===== config.mk =====
export PLATFORM = sky130hd
export DESIGN_NAME = uart_cmd_parser_flat
export DESIGN_NICKNAME = d
export VERILOG_FILES = /design/src/rtl/uart_cmd_parser_pkg.sv /design/src/rtl/uart_cmd_parser_if.sv /design/src/rtl/uart_cmd_parser.sv /design/src/flat_wrapper.sv
export SDC_FILE = /design/constraint.sdc
export NUM_CORES = 1
export LEC_CHECK = 0
export ABC_AREA = 1
export CAP_MARGIN = 15
export CORE_ASPECT_RATIO = 1.4
export CORE_UTILIZATION = 28
export CTS_CLUSTER_SIZE = 8
export DETAILED_ROUTE_END_ITERATION = 12
export GPL_ROUTABILITY_DRIVEN = 0
export GPL_TIMING_DRIVEN = 0
export SYNTH_ARGS = -nofsm -noshare
export SYNTH_HDL_FRONTEND = slang
export SYNTH_SLANG_ARGS = --single-unit

===== constraint.sdc =====
create_clock -name clk -period 2 [get_ports clk]
set_clock_uncertainty 0.15 [all_clocks]
set_input_delay 0.3 -clock clk [delete_from_list [all_inputs] [get_ports clk]]
set_output_delay 0.3 -clock clk [all_outputs]
set_load 0.01 [all_outputs]

===== src/rtl/uart_cmd_parser_pkg.sv =====
// Shared constants, state type and hex helpers for the UART command-frame parser.
package uart_cmd_pkg;

   localparam logic [7:0] SOF       = 8'h21;
   localparam logic [7:0] BCAST     = 8'h2A;
   localparam logic [7:0] EOF_CR    = 8'h0D;
   localparam logic [7:0] CHAN_BASE = 8'h41;

   typedef enum logic [1:0] {
      StIdle,
      StChan,
      StData,
      StTerm
   } state_e;

   function automatic logic is_hex(input logic [7:0] b);
      return ((b >= 8'h30) && (b <= 8'h39)) ||
             ((b >= 8'h41) && (b <= 8'h46)) ||
             ((b >= 8'h61) && (b <= 8'h66));
   endfunction

   // Only meaningful when is_hex(b) is true.
   function automatic logic [3:0] hex2nib(input logic [7:0] b);
      logic [7:0] v;
      if (b <= 8'h39) begin
         v = b - 8'h30;
      end else if (b <= 8'h46) begin
         v = b - 8'h37;
      end else begin
         v = b - 8'h57;
      end
      return v[3:0];
   endfunction

endpackage


===== src/rtl/uart_cmd_parser_if.sv =====
// Byte stream in, per-channel command registers and error status out.
interface uart_cmd_parser_if #(
   parameter int unsigned NCH  = 2,
   parameter int unsigned NDIG = 4
);
   localparam int unsigned W = 4 * NDIG;

   logic [7:0]       rx_byte;
   logic             rx_dv;
   logic [NCH-1:0]   cmd_clear;
   logic [NCH*W-1:0] cmd_val;
   logic [NCH-1:0]   cmd_set;
   logic             frame_err;
   logic [7:0]       err_cnt;

   modport master (
      output rx_byte, rx_dv, cmd_clear,
      input  cmd_val, cmd_set, frame_err, err_cnt
   );

   modport slave (
      input  rx_byte, rx_dv, cmd_clear,
      output cmd_val, cmd_set, frame_err, err_cnt
   );

endinterface


===== src/rtl/uart_cmd_parser.sv =====
// Decodes "!<chan><NDIG hex digits>\r" frames into per-channel command registers with
// sticky new-command flags, plus frame error detection, inter-byte timeout and error count.
module uart_cmd_parser
   import uart_cmd_pkg::*;
#(
   parameter int unsigned NCH          = 2,
   parameter int unsigned NDIG         = 4,
   parameter int unsigned TIMEOUT_CLKS = 43400
) (
   input logic           clk,
   input logic           rst_n,
   uart_cmd_parser_if.slave bus
);

   localparam int unsigned W  = 4 * NDIG;
   localparam int unsigned CW = $clog2(NDIG + 1);
   localparam int unsigned TW = $clog2(TIMEOUT_CLKS + 1);

   state_e           r_state, w_state_d;
   logic [NCH-1:0]   r_mask;
   logic [W-1:0]     r_acc;
   logic [CW-1:0]    r_dcnt;
   logic [TW-1:0]    r_tmo;
   logic [NCH*W-1:0] r_val;
   logic [NCH-1:0]   r_set, w_set_d;
   logic             r_ferr;
   logic [7:0]       r_ecnt;

   logic [7:0]       w_chan_off;
   logic [NCH-1:0]   w_chan_mask;
   logic             w_chan_ok;
   logic             w_tmo_hit;
   logic             w_err, w_commit, w_load, w_shift;

   assign w_chan_off = bus.rx_byte - CHAN_BASE;
   assign w_chan_ok  = (bus.rx_byte == BCAST) ||
                       ((bus.rx_byte >= CHAN_BASE) && (w_chan_off < 8'(NCH)));
   assign w_tmo_hit  = (r_state != StIdle) && !bus.rx_dv && (r_tmo == TW'(TIMEOUT_CLKS - 1));

   always_comb begin
      w_chan_mask = '0;
      for (int i = 0; i < int'(NCH); i++) begin
         w_chan_mask[i] = (bus.rx_byte == BCAST) || (w_chan_off == 8'(i));
      end
   end

   always_ff @(posedge clk or negedge rst_n) begin
      if (!rst_n) begin
         r_state <= StIdle;
      end else begin
         r_state <= w_state_d;
      end
   end

   // A '!' anywhere inside a frame is an error but also the start of a fresh frame.
   always_comb begin
      w_state_d = r_state;
      w_err     = 1'b0;
      w_commit  = 1'b0;
      w_load    = 1'b0;
      w_shift   = 1'b0;
      if (w_tmo_hit) begin
         w_err     = 1'b1;
         w_state_d = StIdle;
      end else if (bus.rx_dv) begin
         case (r_state)
            StIdle: begin
               if (bus.rx_byte == SOF) w_state_d = StChan;
            end
            StChan: begin
               if (bus.rx_byte == SOF) begin
                  w_err = 1'b1;
               end else if (w_chan_ok) begin
                  w_load    = 1'b1;
                  w_state_d = StData;
               end else begin
                  w_err     = 1'b1;
                  w_state_d = StIdle;
               end
            end
            StData: begin
               if (bus.rx_byte == SOF) begin
                  w_err     = 1'b1;
                  w_state_d = StChan;
               end else if (is_hex(bus.rx_byte)) begin
                  w_shift = 1'b1;
                  if (r_dcnt == CW'(NDIG - 1)) w_state_d = StTerm;
               end else begin
                  w_err     = 1'b1;
                  w_state_d = StIdle;
               end
            end
            StTerm: begin
               if (bus.rx_byte == SOF) begin
                  w_err     = 1'b1;
                  w_state_d = StChan;
               end else if (bus.rx_byte == EOF_CR) begin
                  w_commit  = 1'b1;
                  w_state_d = StIdle;
               end else begin
                  w_err     = 1'b1;
                  w_state_d = StIdle;
               end
            end
            default: w_state_d = StIdle;
         endcase
      end
   end

   // Commit is ORed in after the clear so a same-cycle acknowledge cannot drop a new command.
   always_comb begin
      w_set_d = r_set & ~bus.cmd_clear;
      if (w_commit) w_set_d = w_set_d | r_mask;
   end

   always_ff @(posedge clk or negedge rst_n) begin
      if (!rst_n) begin
         r_mask <= '0;
         r_acc  <= '0;
         r_dcnt <= '0;
         r_tmo  <= '0;
         r_val  <= '0;
         r_set  <= '0;
         r_ferr <= 1'b0;
         r_ecnt <= '0;
      end else begin
         if (bus.rx_dv || (w_state_d == StIdle)) begin
            r_tmo <= '0;
         end else begin
            r_tmo <= r_tmo + 1'b1;
         end
         if (w_load) begin
            r_mask <= w_chan_mask;
            r_acc  <= '0;
            r_dcnt <= '0;
         end else if (w_shift) begin
            r_acc  <= (r_acc << 4) | W'(hex2nib(bus.rx_byte));
            r_dcnt <= r_dcnt + 1'b1;
         end
         if (w_commit) begin
            for (int i = 0; i < int'(NCH); i++) begin
               if (r_mask[i]) r_val[i*W +: W] <= r_acc;
            end
         end
         r_set  <= w_set_d;
         r_ferr <= w_err;
         if (w_err && (r_ecnt != 8'hFF)) r_ecnt <= r_ecnt + 1'b1;
      end
   end

   assign bus.cmd_val   = r_val;
   assign bus.cmd_set   = r_set;
   assign bus.frame_err = r_ferr;
   assign bus.err_cnt   = r_ecnt;

endmodule


===== src/flat_wrapper.sv =====
// flat-port wrapper written by rule: the top's interface ports become plain ports
module uart_cmd_parser_flat import uart_cmd_pkg::*;
#(
   parameter int unsigned NCH          = 2,
   parameter int unsigned NDIG         = 4,
   parameter int unsigned TIMEOUT_CLKS = 43400
)
  (clk, rst_n, bus_rx_byte, bus_rx_dv, bus_cmd_clear, bus_cmd_val, bus_cmd_set, bus_frame_err, bus_err_cnt);
  uart_cmd_parser_if #(.NCH(NCH), .NDIG(NDIG)) bus_i ();
  input logic clk;
  input logic rst_n;
  input wire logic [$bits(bus_i.rx_byte)-1:0] bus_rx_byte;
  input wire logic [$bits(bus_i.rx_dv)-1:0] bus_rx_dv;
  input wire logic [$bits(bus_i.cmd_clear)-1:0] bus_cmd_clear;
  output wire logic [$bits(bus_i.cmd_val)-1:0] bus_cmd_val;
  output wire logic [$bits(bus_i.cmd_set)-1:0] bus_cmd_set;
  output wire logic [$bits(bus_i.frame_err)-1:0] bus_frame_err;
  output wire logic [$bits(bus_i.err_cnt)-1:0] bus_err_cnt;
  assign bus_i.rx_byte = bus_rx_byte;
  assign bus_i.rx_dv = bus_rx_dv;
  assign bus_i.cmd_clear = bus_cmd_clear;
  assign bus_cmd_val = bus_i.cmd_val;
  assign bus_cmd_set = bus_i.cmd_set;
  assign bus_frame_err = bus_i.frame_err;
  assign bus_err_cnt = bus_i.err_cnt;
  uart_cmd_parser #(.NCH(NCH), .NDIG(NDIG), .TIMEOUT_CLKS(TIMEOUT_CLKS)) u_core (.clk(clk), .rst_n(rst_n), .bus(bus_i));
endmodule

==> metrics.md <==
| Metric | Value |
|---|---|
| Vias in the first global route | between 3000 and 4000 |
| Max-slew violations | 0 |
| Clk slew on worst S/H paths | approximately 0.060 ns |
| PortBufs | 54 |
| Most used cell, CP | nand2_1 |
| Max-cap violations | 0 |
| Crit Path Class | flip-flop to flip-flop |
| Vias per Instance | ~4.6 |
| Worst-path cell chain | and3_1, nand3_2, nor3_4, nand3_1, nor2_1, nand2_1, o21ai_0, nand2_1, nor2_4 |
| Initial DRC count | around 160 |
| R2r startpoint | u_core.r_tmo[2] |
| Synth async-reset ratio | 1.00 |
| Largest buffer count on any clock path | 2 |
| Syn_nets | 493 |
| H-Tree Depth | 3 |
| Crit path largest cell delay | about 0.39 ns |
| Fmax | between 500 and 600 MHz |
| Status | finished, final reports clean |
| # rows | 52 |
| Mean Syn Cell Area | ~9 um2 |
| Core Box Area | between 10000 and 15000 um2 |
| Die height | 146 um |
| Post-route DRC | 0 |
| Clock sink count | 82 |
| Reg2Reg Setup Slack | approximately 0.11 ns |
| Crit path max fanout | 3 |
| GRT Util Overall | 0.134 |
| Fin crit share | 0.943 |
| Layout net count | ~580 |
| Critical Path RT | 2.12 ns |
| Synth warn | 0 |
| Reg-to-reg endpoint | u_core.r_tmo[13] |
| Cells on worst reg2reg path | 9 |
| Final setup vio count | 0 |
| VDD IR max | around 0.43 mV |
| Die ar. | 15200 um2 |
| Initial core utilization | 0.286 |
| Hold_ws | a little under 0.2 ns |
| Slew margin rel. | 0.718 |
| Die width | 105 um |
| RSZ-0062 raised after global routing | true |
| Via count | 3416 |
| Number of antenna diodes | 0 |
| Final hold vios | 0 |
| First-pass GRT wire length | 16.5 mm |
| CTS tree | done |
| Routed wire per std cell | about 13 um |
| HP Class | input port to async pin |
| Leakage | between 2 and 2.5 nW |
| GRT overflow | 0 |
| Synth unique cells | 33 |
| Initial antenna violation count | 0 |
| Finished Core Util | 0.382 |
| Root buf cell | clkbuf_16 |
| First-pass iteration count of the detailed router | 4 |
| Layout cells sized above 1 | 0.208 |
| WL final | between 9 and 10 mm |
| Largest net degree at the start of global routing | slightly above 70 |
| IO Pins | 56 |
| Worst Setup Start Kind | flip-flop |
| Ys flop type | dfrtp_1 |
| Synthesized area | between 4000 and 5000 um2 |
| CP arrival | ~2.0 ns |
| Critical Path End Type | flip-flop |
| Period minus WS final | 1.89 ns |
| EDFF count, synth | 0 |
| Highest-delay cell along the critical path | dfrtp_1 |
| Sequential area share after synthesis | 0.497 |
| CTS Buf Count | 9 |
| Post-Syn Instances | 470 |
| Clock Latency Late Sink | between 0.3 and 0.4 ns |
| Post-DP HPWL | between 6 and 7 mm |
| #FFs+latches synth | 82 |
| DRT antenna net count | 0 |
| Actual slew at the worst max-slew pin | ~0.42 ns |
| Area growth syn-to-layout | 33.7% |
| Setup total negative slack | 0 ns |
| Pwr per Cell Area | around 720 nW/um2 |
==> cells in the mapped netlist, types with 5 or more instances <==
| library cell | count | area (um2) |
|---|---|---|
| clkbuf_1 | 5 | 18.8 |
| dfrtp_1 | 82 | 2050 |
| ha_1 | 10 | 125 |
| inv_1 | 49 | 184 |
| nand2_1 | 94 | 353 |
| nand2_2 | 7 | 43.8 |
| nand3_1 | 43 | 215 |
| nand3_2 | 7 | 70.1 |
| nor2_1 | 36 | 135 |
| nor2_2 | 6 | 37.5 |
| nor2_4 | 11 | 124 |
| nor3_1 | 7 | 35.0 |
| o21ai_0 | 46 | 230 |
| o21ai_1 | 9 | 45.0 |
| xnor2_1 | 7 | 61.3 |
| xor2_1 | 17 | 149 |
==> state kept, by name (all words and copies together), names as in the netlist <==
| name | flops |
|---|---|
| u_core.r_tmo | 16 |
| u_core.r_mask | 2 |
| u_core.bus.cmd_val | 32 |
| u_core.r_dcnt | 3 |
| u_core.bus.err_cnt | 8 |
| u_core.r_acc | 16 |
| u_core.bus.cmd_set | 2 |
| u_core.r_state | 2 |
| u_core.bus.frame_err | 1 |
==> worst max-delay path by stage <==
stage / startpoint / to / cells past startpoint
finish: u_core.r_tmo[2] / u_core.r_tmo[13] / 9
global route: u_core.r_tmo[2] / u_core.r_tmo[13] / 9
CTS: u_core.r_tmo[0] / u_core.r_tmo[7] / 11
detailed placement: bus_rx_byte[0] / u_core.r_acc[13] / 12
global placement: rst_n / u_core.bus.err_cnt[4] / 1
floorplan: bus_rx_byte[0] / u_core.r_tmo[12] / 17
==> power by group <==
| part | internal, mW | switching [mW] |
|---|---|---|
| registers | 1.78 | 0.0951 |
| clock network | 0.879 | 0.664 |
| logic | 0.224 | 0.311 |
==> through the flow <==
| stage | std cells | total power [mW] | setup WS (ns) | cell area, um2 |
|---|---|---|---|---|
| 6_report | 748 | 3.95 | 0.113 | 5520 |
| 2_1_floorplan | 470 | 2.17 | 0.00536 | 4150 |
| 3_5_place_dp | 714 | 2.41 | -1.04 | 4950 |
| 4_1_cts | 744 | 3.99 | 0.0180 | 5420 |
| 5_1_grt | 748 | 4.14 | -0.0642 | 5520 |
| 3_3_place_gp | 713 | 2.39 | -2.42 | 4920 |
==> placed cells by master (no fill, tap or decap), types with 6 or more instances in the layout <==
cell type / Yosys / layout
nand2_1: 94 / 91
dfrtp_1: 82 / 82
o21ai_0: 46 / 46
inv_1: 49 / 45
clkdlybuf4s50_1: 0 / 45
nand3_1: 43 / 38
nor2_1: 36 / 33
buf_4: 2 / 21
xor2_1: 17 / 17
nor2_4: 11 / 14
nand3_2: 7 / 11
o21ai_1: 9 / 9
clkbuf_16: 0 / 9
clkbuf_2: 0 / 7
ha_1: 10 / 7
inv_2: 4 / 6
nor2_2: 6 / 6
nand2_2: 7 / 6
==> critical path, delay by kind of cell, from the launching register on <==
family | cells | cell delay, ns
AND/OR/NAND/NOR | 8 | 1.10
AO/OA/AOI/OAI | 1 | 0.19
flip-flops | 1 | 0.39
==> kinds of logic (layout without fill, tap and decap cells) <==
| group | count (synthesis) | after routing | synth area share |
|---|---|---|---|
| AND/OR/NAND/NOR | 227 | 227 | 0.277 |
| flip-flops | 82 | 82 | 0.497 |
| buffers and inverters | 65 | 154 | 0.0676 |
| AO/OA/AOI/OAI | 62 | 62 | 0.0773 |
| XOR/XNOR | 24 | 24 | 0.0509 |
| adder cells (fa/ha/maj) | 10 | 10 | 0.0303 |
==> area by class of cell <==
class                      instances  area (um2)
fill                            1453        8920
sequential                        82        2050
multi-input combinational        323        1960
timing repair buffer              74         718
clock buffer                      11         243
tap                              189         236
inverter                          53         205
buffer                            11        68.8
clock inverter                     5        38.8
==> per-layer routing <==
layer | GRT usage | share of wire
met3 | 0.0260 | 0.032
met1 | 0.165 | 0.44
met2 | 0.230 | 0.51
met4 | 0.0542 | 0.017
met5 | 0 | 0
==> what timing repair did <==
item | 4_1_cts | 5_1_grt
gates cloned | 1 | 0
gates resized for setup | 36 | 33
setup endpoints to repair | 82 | 60
endpoints found under the hold margin | 82 | 0
hold buffers | 1 | 0
pin swaps | 6 | 6
setup buffers | 12 | 5
Power figures use the tool's default switching activity.
==> patch 1 (same flow settings) <==
`NCH` is set to 2 in 3 places; all go to 4.
--- a/src/rtl/uart_cmd_parser_if.sv
+++ b/src/rtl/uart_cmd_parser_if.sv
@@ -1,6 +1,6 @@
 // Byte stream in, per-channel command registers and error status out.
 interface uart_cmd_parser_if #(
-   parameter int unsigned NCH  = 2,
+   parameter int unsigned NCH  = 4,
    parameter int unsigned NDIG = 4
 );
    localparam int unsigned W = 4 * NDIG;
--- a/src/rtl/uart_cmd_parser.sv
+++ b/src/rtl/uart_cmd_parser.sv
@@ -3,7 +3,7 @@
 module uart_cmd_parser
    import uart_cmd_pkg::*;
 #(
-   parameter int unsigned NCH          = 2,
+   parameter int unsigned NCH          = 4,
    parameter int unsigned NDIG         = 4,
    parameter int unsigned TIMEOUT_CLKS = 43400
 ) (
--- a/src/flat_wrapper.sv
+++ b/src/flat_wrapper.sv
@@ -1,7 +1,7 @@
 // flat-port wrapper written by rule: the top's interface ports become plain ports
 module uart_cmd_parser_flat import uart_cmd_pkg::*;
 #(
-   parameter int unsigned NCH          = 2,
+   parameter int unsigned NCH          = 4,
    parameter int unsigned NDIG         = 4,
    parameter int unsigned TIMEOUT_CLKS = 43400
 )
Interface: changed (resized bus_cmd_clear, bus_cmd_set and bus_cmd_val); port bits go from 56 to 92. The function was not compared with the original's and may differ.
==> patch 1 against the original RTL <==
  * Synthesized cell count grew 19%
  * Sequential cell count grew 36
  * Routed wire length grew 39%
  * Area after synthesis grew 24%
  * Worst setup slack lost 0.069 ns
  * Combinational power grew 19%
  * Design area grew 33%
  * Sequential power grew 39%
  * Worst hold slack lost 0.014 ns
  * Sequential share of layout area grew 3.0 points
  * Global-route usage grew 1.3 points
  * First-iteration DRC count grew 35%
  * Clock power grew 110%
  * Power grew 62%
==> patch 1: results (changes against the original RTL) <==
Global route
  – Number of global-route vias before repair: 4202 (+20%)
  – First-pass GRT wire length: 21.4 mm (+30%)
  – Overall routing resource usage: 0.147 (+0.0130)
  – Initial antenna violation count: 0 (unchanged)
  – Largest net degree at the start of global routing: 94 (+31%)

Clock network
  – Cts bufs inserted: 17 (+8)
  – Max clock buf depth: 2 (unchanged)
  – Root Driver: clkbuf_16
  – Clk_lat worst skew: 0.41 ns (+0.08 ns)
  – H-tree depth: 4 (+1)
  – Worst-path clk slew: 0.05 ns

Yosys
  – Largest cells by area after synthesis: dfrtp_1 57%, nand2_1 9.4%, o21ai_0 7.5%, inv_1 4.0%, nand3_1 2.7%
  – Synth Area in Compound Gates: 0.104 (+0.0265)
  – Distinct cell type count after synthesis: 31 (-6.1%)
  – Post-synth ARST share: 1.00 (unchanged)
  – Xor and xnor fraction of the mapped netlist area: 0.0341 (-0.0168)
  – Post-synthesis sequential area ratio: 0.574 (+0.0777)
  – Commonest cells in the netlist: 129 x nand2_1, 118 x dfrtp_1, 77 x o21ai_0, 55 x inv_1, 33 x nor2_1
  – Primary FF master, synth: dfrtp_1
  – Syn_nets: 582 (+18%)
  – Synth warn: 0 (unchanged)
  – Area share of the leading cell type in the synthesized netlist: 0.574 (+0.0777)
  – Post-synthesis adder-cell area fraction: 0.0243 (-0.00595)
  – Multiplexer share of the synthesized area: 0.00779 (+0.00779)

Worst setup path
  – Crit path max fanout: 2 (-1)
  – Worst path bufs/invs: 0 (unchanged)
  – Top delay family on crit path: simple AND/OR/NAND/NOR gates
  – CP max stage cell: dfrtp_1
  – CP peak stage delay: 0.40 ns
  – WP data arrival: 2.10 ns (+0.10 ns)

Layout
  – Max FFs per register: 64 (+100%)
  – Final Net Count: 709 (+23%)
  – Filler cells: 1790 (+23%)
  – Layout cells sized above 1: 0.168 (-0.0394)
  – Antenna cells: 0 (unchanged)

Power and ir drop
  – VDD IR-drop max: 589 uV (+36%)
  – Cell area power density: 871 nW/um^2 (+22%)
  – Flip-flop and latch power: 0.00261 W (+39%)
  – Largest Pwr Group: clock
  – Combinational share of power: 0.099 (-0.036)
  – LEAKAGE: 3.36 nW (+35%)
  – Sw Share: 0.238 (-0.0328)

Placement
  – DP HPWL: 9.23 mm (+36%)
  – # port buffers: 90 (+67%)
  – Placed cell area: 6370 um^2 (+29%)

Outcome
  – Status: finished clean

STA
  – Slew @ Worst Pin: 0.474 ns (+0.0548 ns)

Route
  – Via density: 4.46 (-2.3%)
  – DRT Pass-1 Iters: 4 (unchanged)
  – Initial DRC Count: 218 (+35%)
  – Avg WL per Cell: 14.2 um (+11%)

Hold path
  – Min-Delay Path Class: in -> async
==> patch 1: per-stage QoR <==
step | TNS (ns) | utilization | cells | setup slack [ns] | hold WS, ns
after global routing | -0.229 | 0.409 | 936 | -0.0912 | 0.206
after global placement | -593.72 | 0.352 | 887 | -4.19 | 0.304
final | 0 | 0.409 | 936 | 0.0440 | 0.180
after CTS | 0 | 0.397 | 926 | 0.00286 | 0.175
after floorplan | 0 | - | 557 | 0.0800 | -0.146
after detailed placement | -100.44 | 0.354 | 888 | -0.999 | 0.0323
==> patch 1: area by class of cell <==
type / instances / share of cell area
plain buffers: 16 / 0.0207
clock buffers: 23 / 0.0636
clock inverters: 8 / 0.0201
inverters: 57 / 0.0294
multi-input cells: 365 / 0.279
flip-flops and latches: 118 / 0.401
well taps: 240 / 0.0408
repair buffers: 109 / 0.145
==> patch 1: final timing paths <==
path | from | end | slack, ns | cells after the start
hold reg to reg | u_core.r_dcnt[0] | u_core.r_dcnt[0] | 0.33 | 1
min in group clk | bus_rx_byte[3] | u_core.r_acc[3] | 0.21 | 3
max in group asynchronous | rst_n | u_core.bus.cmd_val[3] | 0.78 | 3
setup / recovery | u_core.r_tmo[1] | u_core.r_tmo[14] | 0.04 | 12
hold / removal | rst_n | u_core.bus.cmd_set[3] | 0.18 | 2
setup reg to reg | u_core.r_tmo[1] | u_core.r_tmo[14] | 0.04 | 12
==> patch 1: layer usage <==
metal,track usage,share of wire
met1,0.169,0.41
met2,0.267,0.53
met3,0.0373,0.047
met4,0.0373,0.0086
met5,0,0
==> patch 1: what timing repair did <==
| item | in CTS | in global routing |
|---|---|---|
| pin swaps | 6 | 16 |
| endpoints found under the setup margin | 117 | 114 |
| buffers inserted | 7 | 10 |
| gates resized for setup | 51 | 43 |
| endpoints found under the hold margin | 25 | 0 |
| hold buffers | 1 | 0 |
==> patch 2 (same settings) <==
Made on the original files. Re-encode `state_e` (4 states) as Gray code, 2 bits wide.
--- a/src/rtl/uart_cmd_parser_pkg.sv
+++ b/src/rtl/uart_cmd_parser_pkg.sv
@@ -7,10 +7,10 @@
    localparam logic [7:0] CHAN_BASE = 8'h41;
 
    typedef enum logic [1:0] {
-      StIdle,
-      StChan,
-      StData,
-      StTerm
+      StIdle = 2'b00,
+      StChan = 2'b01,
+      StData = 2'b11,
+      StTerm = 2'b10
    } state_e;
 
    function automatic logic is_hex(input logic [7:0] b);
Function: no difference found for any inputs over 10 cycles, from zero or initial values and one cycle with rst_n low; not proved beyond that.
==> patch 2 against the original RTL <==
  * Count of clock-buffer cells in the layout is the same
  * Clock power grew 12%
  * Combinational power shrank 11%
  * Worst setup slack gained 0.033 ns
  * Routed wire length shrank 7.4%
  * Power grew 1.6%
  * Final cell count shrank 6.0%
  * Area after synthesis shrank 2.9%
  * Sequential cell count is the same
  * Critical path depth grew 1
  * Design area shrank 2.1%
  * Synthesized cell count shrank 8.5%
  * Sequential power shrank 4%
  * Largest cell class unchanged
==> patch 2: results (changes against the original RTL) <==
Layout
  – Nonclk buf count: 79 (-7.1%)
  – Clock buf/inv share: 0.0577 (+0.00667)
  – Multi-In Gates: 287 (-11%)
  – Max FFs per register: 32 (unchanged)
  – Final Net Count: 536 (-7.1%)
  – Filler cells: 1356 (-6.7%)
  – Clkbuf count: 11 (unchanged)
  – Layout cells sized above 1: 0.174 (-0.0338)
  – Sequential cell area share: 0.380 (+0.00809)
  – Non-clk buf share: 0.140 (-0.00269)
  – Signal inverters: 54 (+1.9%)
  – Antenna cells: 0 (unchanged)
  – Fraction of area in multi-input gates: 0.342 (-0.0124)

Placement
  – # port buffers: 54 (unchanged)
  – Placed cell area: 4810 um^2 (-2.9%)
  – DP HPWL: 6.31 mm (-6.8%)

Worst setup path
  – Setup slack, reg-to-reg: 0.15 ns (+0.03 ns)
  – Worst setup endpoint: u_core.bus.cmd_val[15]
  – CP peak stage delay: 0.35 ns (-0.04 ns)
  – WP data arrival: 1.92 ns (-0.08 ns)
  – Crit path max fanout: 6 (+3)
  – CP startpoint: bus_rx_byte[1]
  – CP max stage cell: mux2_2
  – FF-to-FF Start: u_core.r_tmo[0]
  – R2r endpoint: u_core.r_tmo[13]
  – Worst reg2reg path depth: 7 (-2)

Clock network
  – Root Driver: clkbuf_16
  – Worst-path clk slew: 0.06 ns (about the same)
  – H-tree depth: 3 (unchanged)

Global route
  – M1 GR Usage: 0.136 (-0.0295)
  – M2 GR Usage: 0.231 (+0.00143)
  – Overall routing resource usage: 0.125 (-0.00875)
  – First-pass GRT wire length: 14.5 mm (-12%)
  – Met3 usage: 0.0370 (+0.0110)
  – Number of global-route vias before repair: 3101 (-12%)
  – Initial antenna violation count: 0 (unchanged)
  – Largest net degree at the start of global routing: 73 (+1.4%)

Route
  – Initial DRC Count: 183 (+14%)
  – Via density: 4.51 (-1.3%)
  – Met3 WL: 383 um (+24%)
  – Final wirelength: 8.88 mm (-7.4%)
  – DRC: 0 (unchanged)
  – Metal1 wirelength: 3.52 mm (-17%)
  – DRT Pass-1 Iters: 5 (+1)
  – Met2 wire length: 4.77 mm (-2.3%)

STA
  – Final hold vios: 0 (unchanged)
  – Slew @ Worst Pin: 0.367 ns (-0.0526 ns)

Yosys
  – Syn_nets: 453 (-8.1%)
  – Distinct cell type count after synthesis: 36 (+9.1%)
  – Commonest cells in the netlist: 86 x nand2_1, 82 x dfrtp_1, 51 x inv_1, 32 x nand3_1, 31 x nor2_1
  – Post-synthesis sequential area ratio: 0.512 (+0.0149)
  – Largest cells by area after synthesis: dfrtp_1 51%, nand2_1 8.0%, inv_1 4.8%, o21a_1 4.7%, nand3_1 4.0%

Power and ir drop
  – VDD IR-drop max: 397 uV (-8.5%)
  – Cell Int Power: 0.00303 W (+5.2%)
  – LEAKAGE: 2.53 nW (+1.7%)
  – Cell area power density: 743 nW/um^2 (+3.8%)

Die
  – Die width: 103 um (-1.4%)

Outcome
  – Status: finished clean
## patch 2: cell types whose count changed in the layout (fill, tap and decap cells not counted), sizes merged, moves of 5 or more
| cell | before | now |
|---|---|---|
| nor3b | 0 | 6 |
| o22ai | 0 | 13 |
| clkinvlp | 5 | 0 |
| nand2 | 102 | 91 |
| mux2 | 0 | 8 |
| nand3 | 51 | 35 |
| o21a | 0 | 25 |
| nor2 | 53 | 35 |
| o21ai | 55 | 17 |
## patch 2: through the flow
stage	setup WS, ns	hold slack, ns	TNS (ns)	power, W	instances
after global placement	-2.37	0.291	-240.39	0.00227	669
final	0.147	0.197	0	0.00402	703
after detailed placement	-0.847	0.00533	-47.34	0.00229	670
after CTS	0.00125	0.201	0	0.00404	693
after floorplan	0.100	-0.146	0	0.00207	430
after global routing	0.0134	0.209	0	0.00419	703
## patch 2: power groups by stage
stage / Combinational, W / Sequential (W) / Clock [W]
2_1_floorplan: 0.000223 / 0.00185 / 0
3_3_place_gp: 0.000434 / 0.00183 / 0
3_5_place_dp: 0.000451 / 0.00184 / 0
4_1_cts: 0.000461 / 0.00181 / 0.00177
5_1_grt: 0.000539 / 0.00183 / 0.00183
6_report: 0.000473 / 0.00181 / 0.00173
## patch 2: logic make-up (layout without fill, tap and decap cells)
kind of cell,after synthesis,count (layout),synth area share
xor gates and xnor gates,18,18,0.0393
DFF,82,82,0.512
AOI/OAI and AO/OA,61,61,0.0977
and+or+nand+nor,188,190,0.229
adders and majority gates,10,10,0.0312
buffers and inverters,63,149,0.0686
muxes,8,8,0.0225
## patch 2: timing repair
item / in CTS / in global routing
endpoints found under the hold margin: 82 / 0
hold buffers: 1 / 0
gates resized for setup: 18 / 39
pin swaps: 7 / 16
setup buffers: 6 / 8
endpoints found under the setup margin: 74 / 67
cloned: 0 / 2
